<file path="config.mk">
export PLATFORM = sky130hd
export DESIGN_NAME = writeback_rr_l2
export DESIGN_NICKNAME = d
export VERILOG_FILES = /design/src/rtl/writeback_rr_l2_pkg.sv /design/src/rtl/writeback_rr_l2_arbiter.sv /design/src/rtl/writeback_rr_l2.sv
export SDC_FILE = /design/constraint.sdc
export NUM_CORES = 1
export LEC_CHECK = 0
export CORE_MARGIN = 5
export CORE_UTILIZATION = 45
export DETAILED_ROUTE_END_ITERATION = 6
export PLACE_DENSITY_LB_ADDON = 0.3
export SETUP_SLACK_MARGIN = 0.02
export SLEW_MARGIN = 20
export SYNTH_ARGS = -nofsm -noshare
export SYNTH_HDL_FRONTEND = slang
export SYNTH_SLANG_ARGS = --single-unit
</file>
<file path="constraint.sdc">
create_clock -name clk -period 7.3 [get_ports clk]
set_input_delay 1.825 -clock clk [delete_from_list [all_inputs] [get_ports clk]]
set_output_delay 1.825 -clock clk [all_outputs]
set_load 0.05 [all_outputs]
</file>
<file path="src/rtl/writeback_rr_l2_pkg.sv">
// Shared constants for the round-robin writeback stage.
// The writeback entry struct depends on p_seq_num_bits, so it is declared inside the top.
package WbPkg;

  localparam int WB_PC_BITS   = 32;
  localparam int WB_DATA_BITS = 32;
  localparam int WB_ADDR_BITS = 5;

  localparam logic [WB_ADDR_BITS-1:0] WB_ZERO_REG = 5'd0;

endpackage

</file>
<file path="src/rtl/writeback_rr_l2_arbiter.sv">
// Round-robin arbiter: grants the first requester at or after ptr, wrapping modulo p_num_pipes.
// ptr moves to one past the winner whenever a transfer happens.
module rr_arbiter #(
  parameter int p_num_pipes = 3,
  localparam int IDX_W = (p_num_pipes > 1) ? $clog2(p_num_pipes) : 1
) (
  input  logic                   clk,
  input  logic                   rst,
  input  logic [p_num_pipes-1:0] req,
  input  logic                   xfer,
  output logic [p_num_pipes-1:0] grant,
  output logic [IDX_W-1:0]       grant_idx
);

  logic [IDX_W-1:0] ptr_q;
  logic [IDX_W-1:0] ptr_d;
  logic             found;
  int               cand;

  always_comb begin
    grant     = '0;
    grant_idx = '0;
    found     = 1'b0;
    cand      = 0;
    for (int off = 0; off < p_num_pipes; off++) begin
      cand = int'(ptr_q) + off;
      if (cand >= p_num_pipes) begin
        cand = cand - p_num_pipes;
      end
      if (!found && req[cand]) begin
        found       = 1'b1;
        grant[cand] = 1'b1;
        grant_idx   = IDX_W'(cand);
      end
    end
  end

  always_comb begin
    ptr_d = ptr_q;
    if (xfer) begin
      if (grant_idx == IDX_W'(p_num_pipes - 1)) begin
        ptr_d = '0;
      end else begin
        ptr_d = grant_idx + 1'b1;
      end
    end
  end

  always_ff @(posedge clk or posedge rst) begin
    if (rst) begin
      ptr_q <= '0;
    end else begin
      ptr_q <= ptr_d;
    end
  end

endmodule

</file>
<file path="src/rtl/writeback_rr_l2.sv">
// Writeback stage: round-robin picks one execute-pipe transfer per cycle, registers it,
// then drives the register-file write port, a commit notification and a retire counter.
module writeback_rr_l2
  import WbPkg::*;
#(
  parameter int p_num_pipes    = 3,
  parameter int p_seq_num_bits = 5,
  localparam int IDX_W = (p_num_pipes > 1) ? $clog2(p_num_pipes) : 1
) (
  input  logic                                         clk,
  input  logic                                         rst,
  input  logic [p_num_pipes-1:0]                       X_val,
  output logic [p_num_pipes-1:0]                       X_rdy,
  input  logic [p_num_pipes-1:0][WB_PC_BITS-1:0]       X_pc,
  input  logic [p_num_pipes-1:0][p_seq_num_bits-1:0]   X_seq_num,
  input  logic [p_num_pipes-1:0][WB_ADDR_BITS-1:0]     X_waddr,
  input  logic [p_num_pipes-1:0][WB_DATA_BITS-1:0]     X_wdata,
  input  logic [p_num_pipes-1:0]                       X_wen,
  output logic                                         rf_wen,
  output logic [WB_ADDR_BITS-1:0]                      rf_waddr,
  output logic [WB_DATA_BITS-1:0]                      rf_wdata,
  output logic                                         commit_val,
  output logic [WB_PC_BITS-1:0]                        commit_pc,
  output logic [p_seq_num_bits-1:0]                    commit_seq_num,
  output logic [31:0]                                  retire_count
);

  typedef struct packed {
    logic                      val;
    logic [WB_PC_BITS-1:0]     pc;
    logic [p_seq_num_bits-1:0] seq_num;
    logic [WB_ADDR_BITS-1:0]   waddr;
    logic [WB_DATA_BITS-1:0]   wdata;
    logic                      wen;
  } wb_entry_t;

  wb_entry_t        wb_q;
  wb_entry_t        wb_d;
  logic [31:0]      retire_q;
  logic [31:0]      retire_d;
  logic [IDX_W-1:0] grant_idx;
  logic             xfer;

  assign xfer = |(X_val & X_rdy);

  rr_arbiter #(
    .p_num_pipes (p_num_pipes)
  ) u_arbiter (
    .clk       (clk),
    .rst       (rst),
    .req       (X_val),
    .xfer      (xfer),
    .grant     (X_rdy),
    .grant_idx (grant_idx)
  );

  // Payload is left stale when idle; the output masking hides it.
  always_comb begin
    wb_d     = wb_q;
    wb_d.val = 1'b0;
    if (xfer) begin
      wb_d.val     = 1'b1;
      wb_d.pc      = X_pc[grant_idx];
      wb_d.seq_num = X_seq_num[grant_idx];
      wb_d.waddr   = X_waddr[grant_idx];
      wb_d.wdata   = X_wdata[grant_idx];
      wb_d.wen     = X_wen[grant_idx];
    end
  end

  always_comb begin
    retire_d = retire_q;
    if (wb_q.val) begin
      retire_d = retire_q + 32'd1;
    end
  end

  always_ff @(posedge clk or posedge rst) begin
    if (rst) begin
      wb_q     <= '0;
      retire_q <= '0;
    end else begin
      wb_q     <= wb_d;
      retire_q <= retire_d;
    end
  end

  // x0 writes still commit but never reach the register file.
  assign commit_val     = wb_q.val;
  assign commit_pc      = wb_q.val ? wb_q.pc : '0;
  assign commit_seq_num = wb_q.val ? wb_q.seq_num : '0;
  assign rf_wen         = wb_q.val & wb_q.wen & (wb_q.waddr != WB_ZERO_REG);
  assign rf_waddr       = rf_wen ? wb_q.waddr : '0;
  assign rf_wdata       = rf_wen ? wb_q.wdata : '0;
  assign retire_count   = retire_q;

endmodule

</file>
# Word-level counts from Yosys, hierarchy flattened
# Index checks and enable logic that the tools add are counted.
classes:
  add_sub_neg: 7
  magnitude_cmp: 10
  n_eq_ne: 1
  n_mux: 42
  bitwise_logic: 5
  reduce_logical: 9
op_table:
  columns: ["operator", "count"]
  rows:
  - ["$mux 32", 7]
  - ["$bmux 32 s2", 2]
  - ["$ge 32x1->1 const B", 3]
  - ["$lt 32x4->1 const B", 3]
  - ["$mux 76", 1]
  - ["$ge 32x3->1 const B", 2]
  - ["$sub 32x3->32 const B", 2]
  - ["$add 32x1->32 const B", 1]
  - ["$bmux 5 s2", 2]
  - ["$mux 5", 4]
  - ["$mux 1", 12]
  - ["$mux 3", 3]
  - ["$bmux 1 s2", 4]
  - ["$mux 2", 4]
  - ["$demux 1 s2", 3]
  - ["$or 3x3->3", 2]
  - ["$logic_and 1x1->1", 5]
  - ["$reduce_bool 5->1", 1]
  - ["$add 2x1->3 const B", 1]
  - ["$add 2x2->3 const B", 1]
  - ["$and 3x3->3", 1]
  - ["$lt 2x3->1 const B", 1]
  - ["$reduce_or 3->1", 1]
  - ["$sub 2x2->3 const B", 1]
  - ["other kinds (5)", 7]
word_totals:
  register_bits: 110
  in_bits: 230
  out_inout_bits: 111

# Logic depth before layout (Yosys ltp)
logic_depth:
  depth_word: 15
  depth_mapped: 12

# Cells and area by module
# From an unflattened synthesis, not the netlist that was laid out.
hier_totals:
  cells_unflattened: 741
  hier_area_um2: 6490.0
modules_own_cells:
  columns: ["module", "instances", "cells_each", "area_each_um2", "seq_area_each_um2"]
  rows:
  - ["writeback_rr_l2", 1, 698, 6135.9, 2702.6]
  - ["rr_arbiter", 1, 43, 354.1, 50.0]

# Worst setup path after synthesis
# Ideal clock, no wire load.
synth_path:
  path_kind: "input to output"
  start: "in X_val[2]"
  end: "out X_rdy[0]"
  arrival_ps: 3298
  slack_ps: 2177
  stages: 5
  path_cell_list: "clkbuf_1 nand2_1 o22ai_1 nand2_1 a31oi_1"
synth_via:
  elab_chain_cells: 10
synth_lines:
  columns: ["element", "line_no", "rtl"]
  rows:
  - ["start: declaration", "writeback_rr_l2.sv:12", "input logic [p_num_pipes-1:0] X_val,"]
  - ["$bmux 1 s2", "writeback_rr_l2_arbiter.sv:30", "if (!found && req[cand]) begin"]
  - ["$mux 1 (implied by the code) (2 in series)", "writeback_rr_l2_arbiter.sv:30", null]
  - ["$mux 1", "writeback_rr_l2_arbiter.sv:30", null]
  - ["$logic_not 1->1", "writeback_rr_l2_arbiter.sv:30", null]
  - ["$logic_and 1x1->1", "writeback_rr_l2_arbiter.sv:30", null]
  - ["$mux 1", "writeback_rr_l2_arbiter.sv:30", null]
  - ["$logic_not 1->1", "writeback_rr_l2_arbiter.sv:30", null]
  - ["$logic_and 1x1->1", "writeback_rr_l2_arbiter.sv:30", null]
  - ["$mux 3 (*)", "writeback_rr_l2_arbiter.sv:30", null]
  - ["end: declaration", "writeback_rr_l2.sv:13", "output logic [p_num_pipes-1:0] X_rdy,"]
# Every way passes the cells marked *; elsewhere a longest branch is shown, timed or not. The select of a mux whose other input is x is not followed.

# Final worst setup path
layout_path:
  start: "in X_val[1]"
  end: "out X_rdy[0]"
# The elaborated chain is that of the path after synthesis.

==> metrics.md <==
| Metric | Value |
|---|---|
| Root buf cell | `clkbuf_16` |
| Min-delay worst type | `flip-flop to flip-flop` |
| Syn_area_per_cell | `between 10 and 15 um^2` |
| WS Path Type | `primary input to output port` |
| CTS max path bufs | `2` |
| Synth Warn # | `0` |
| Cell with the most instances after synthesis | `mux2_2` |
| Mapped Cells | `slightly below 600` |
| Routed len/inst | `19.5 um` |
| Max-cap check violation count | `0` |
| Multi-input logic area | `0.00404 mm^2` |
| Die area | `0.0181 mm^2` |
| Routed Antenna Nets | `0` |
| CP max-delay cell | `clkdlybuf4s50_1` |
| Router iterations before antenna repair | `4` |
| Nature of the critical path startpoint | `primary input` |
| NetSw | `2.13 mW` |
| Async SR Flop Fraction | `1.00` |
| Sequential Power Share | `0.207` |
| Sequential share of the synthesized area | `0.394` |
| Ports | `about 340` |
| Initial Utilization | `0.459` |
| Comb pwr share | `0.693` |
| Setup Viol. Count Final | `0` |
| Post-Syn Area | `0.00698 mm^2` |
| Largest net degree at the start of global routing | `80` |
| Slew @ Worst Pin | `1.11 ns` |
| Final worst path period need | `6.09 ns` |
| Slew Viols, Final | `0` |
| Vias | `5787` |
| Post-CTS sizing | `0` |
| Port Buf Inserts | `340` |
| Power Dens Cells | `450 mW/mm^2` |
| Total power | `roughly 5 mW` |
| Main synth FF type | `dfrtp_1` |
| Area Growth Syn to Fin | `55.4%` |
| Reg2reg start | `u_arbiter.ptr_q[0]` |
| Max_slew headroom | `0.257` |
| Sum of negative setup slack | `0 ns` |
| Total GRT Usage | `0.230` |
| Endpoints failing hold | `0` |
| VDD IR max | `0.000357 V` |
| EDFF count, synth | `0` |
| CTS H-tree lvls | `3` |
| Most frequent cells after synthesis | `mux2_2 (209), dfrtp_1 (110), and2_1 (73)` |
| Synth area leaders | `dfrtp_1 (39%), mux2_2 (34%), and2_1 (6.5%), mux2_4 (4.1%), xnor2_1 (3.5%)` |
| Number of global-route vias before repair | `6258` |
| Placer Congestion | `about 0.91` |
| Synth Register Bits | `110` |
| Synth top area share | `0.394` |
| Clock Sinks | `110` |
| Clock buffer count from CTS | `9` |
| Cells along the critical path | `clkdlybuf4s50_1, nor2b_1, nor4bb_1, o21ai_1, a31oi_1, clkdlybuf4s50_1` |
| Status | `finished clean` |
| Critical Path RT | `5.48 ns` |
| Vias per cell | `5.27` |
| Cell Int Power | `around 2.7 mW` |
| Inserted Diodes | `0` |
| 1st-iter DRT viols | `235` |
| Clk_lat worst skew | `0.35 ns` |
| Nets | `1141` |
| DRC | `0` |
| CTS tree | `built` |
| Hold Crit Start | `retire_count[31]` |
| Core Rows | `between 40 and 50` |
| Register Area | `~0.0028 mm^2` |
| Sw Share | `0.438` |
| First-pass GRT wire length | `approximately 33000 um` |
| WL final | `21500 um` |
| Cell count after placement | `between 1000 and 1500` |
| DIE HEIGHT | `135 um` |
| Setup crit end kind | `output port` |
| Layout cells sized above 1 | `0.280` |
| Post-Layout Cell Count | `1099` |
| Max Clock Freq | `between 150 and 200 MHz` |
| Final Cycle Share | `0.835` |
| Synth area leader | `dfrtp_1` |
| Critical path's most frequent cell | `clkdlybuf4s50_1` |
| Crit path from | `X_val[1]` |
| Post-CTS Setup Inserts | `0` |
| Worst-path clk slew | `about 0.08 ns` |
| Max incr delay on CP | `0.88 ns` |
| Clk_skew | `0.0102 ns` |
| Syn nets | `just over 800` |
| Crit-path max FO | `8` |
| RSZ-0062 raised after global routing | `no` |
| Static Leak | `around 4.3 nW` |
| Placeable Area | `0.0152 mm^2` |
| Die width | `135 um` |
| Gr ovfl total | `0` |
| Clock share of power | `0.100` |
| Fillers | `1053` |
| Critical path arrival | `4.27 ns` |
| CTS Hold Buffers Added | `0` |
| Placed wire-length estimate | `16600 um` |
| Initial antenna violation count | `0` |
| Unique masters post-synth | `41` |
-- power by group through the flow --
| stage | clock network, mW | logic, mW | registers, mW |
|---|---|---|---|
| finish | 0.488 | 3.38 | 1.01 |
| global route | 0.528 | 3.57 | 1.04 |
| CTS | 0.507 | 3.38 | 1.01 |
| detailed placement | 0 | 3.37 | 1.02 |
| global placement | 0 | 3.29 | 0.998 |
| floorplan | 0 | 2.45 | 1.05 |
-- cell families after synthesis --
group           Yosys count  share of synthesized area
mux                     232                      0.384
simple gates            144                      0.120
flops                   110                      0.394
buf+inv                  43                     0.0317
xor+xnor                 31                     0.0389
compound gates           23                     0.0222
fa+ha+maj                 5                    0.00897
-- through the flow --
| stage | worst slack [ns] | util | area, um^2 | hold slack, ns |
|---|---|---|---|---|
| detailed placement | 1.25 | 0.692 | 10500 | 0.478 |
| global route | 1.06 | 0.713 | 10800 | 0.498 |
| global placement | 1.42 | 0.690 | 10500 | 0.469 |
| CTS | 1.25 | 0.711 | 10800 | 0.489 |
| finish | 1.21 | 0.713 | 10800 | 0.481 |
| floorplan | 2.18 | - | 6980 | 0.472 |
-- routing by layer --
layer / vias up / wire length [um] / global-route usage
met2: 234 / 11100 / 0.416
met3: 38 / 1740 / 0.0745
met5: - / 0 / 0
met1: 2808 / 7930 / 0.257
met4: 0 / 677 / 0.0735
li1: 2707 / - / -
-- layout make-up --
class | instances | area share
clock inverters | 6 | 0.00565
repair buffers | 346 | 0.323
inverters | 4 | 0.00162
flip-flops and latches | 110 | 0.254
clock buffers | 10 | 0.0220
multi-input cells | 435 | 0.372
well taps | 188 | 0.0217
-- state kept, by name (all words and copies together) (netlist names) --
register / flops
u_arbiter.ptr_q: 2
commit_val: 1
retire_count: 32
wb_q: 75
-- critical path: cells and delay by family --
family	cells	cell delay (ns)
buffers and inverters	2	1.43
AO/OA/AOI/OAI	2	0.45
AND/OR/NAND/NOR	2	0.56
-- final timing paths --
| path | endpoint | cells after the start | slack, ns |
|---|---|---|---|
| max | X_rdy[0] | 6 | 1.21 |
| min | retire_count[31] | 1 | 0.48 |
| max reg2reg | wb_q[19] | 10 | 3.70 |
| min reg2reg | retire_count[31] | 1 | 0.48 |
| max in group asynchronous | wb_q[6] | 3 | 4.43 |
| min in group asynchronous | retire_count[28] | 2 | 1.82 |
-- cells in the final DEF (no fill, tap or decap), types with 7 or more instances in the layout --
master / instances
and2_1: 73
and3_1: 7
clkbuf_16: 9
clkdlybuf4s50_1: 340
dfrtp_1: 110
mux2_2: 209
mux2_4: 19
nand2_1: 19
nand3_1: 13
nand4_1: 7
nor2_1: 9
xnor2_1: 28
Power figures use the tool's default switching activity.
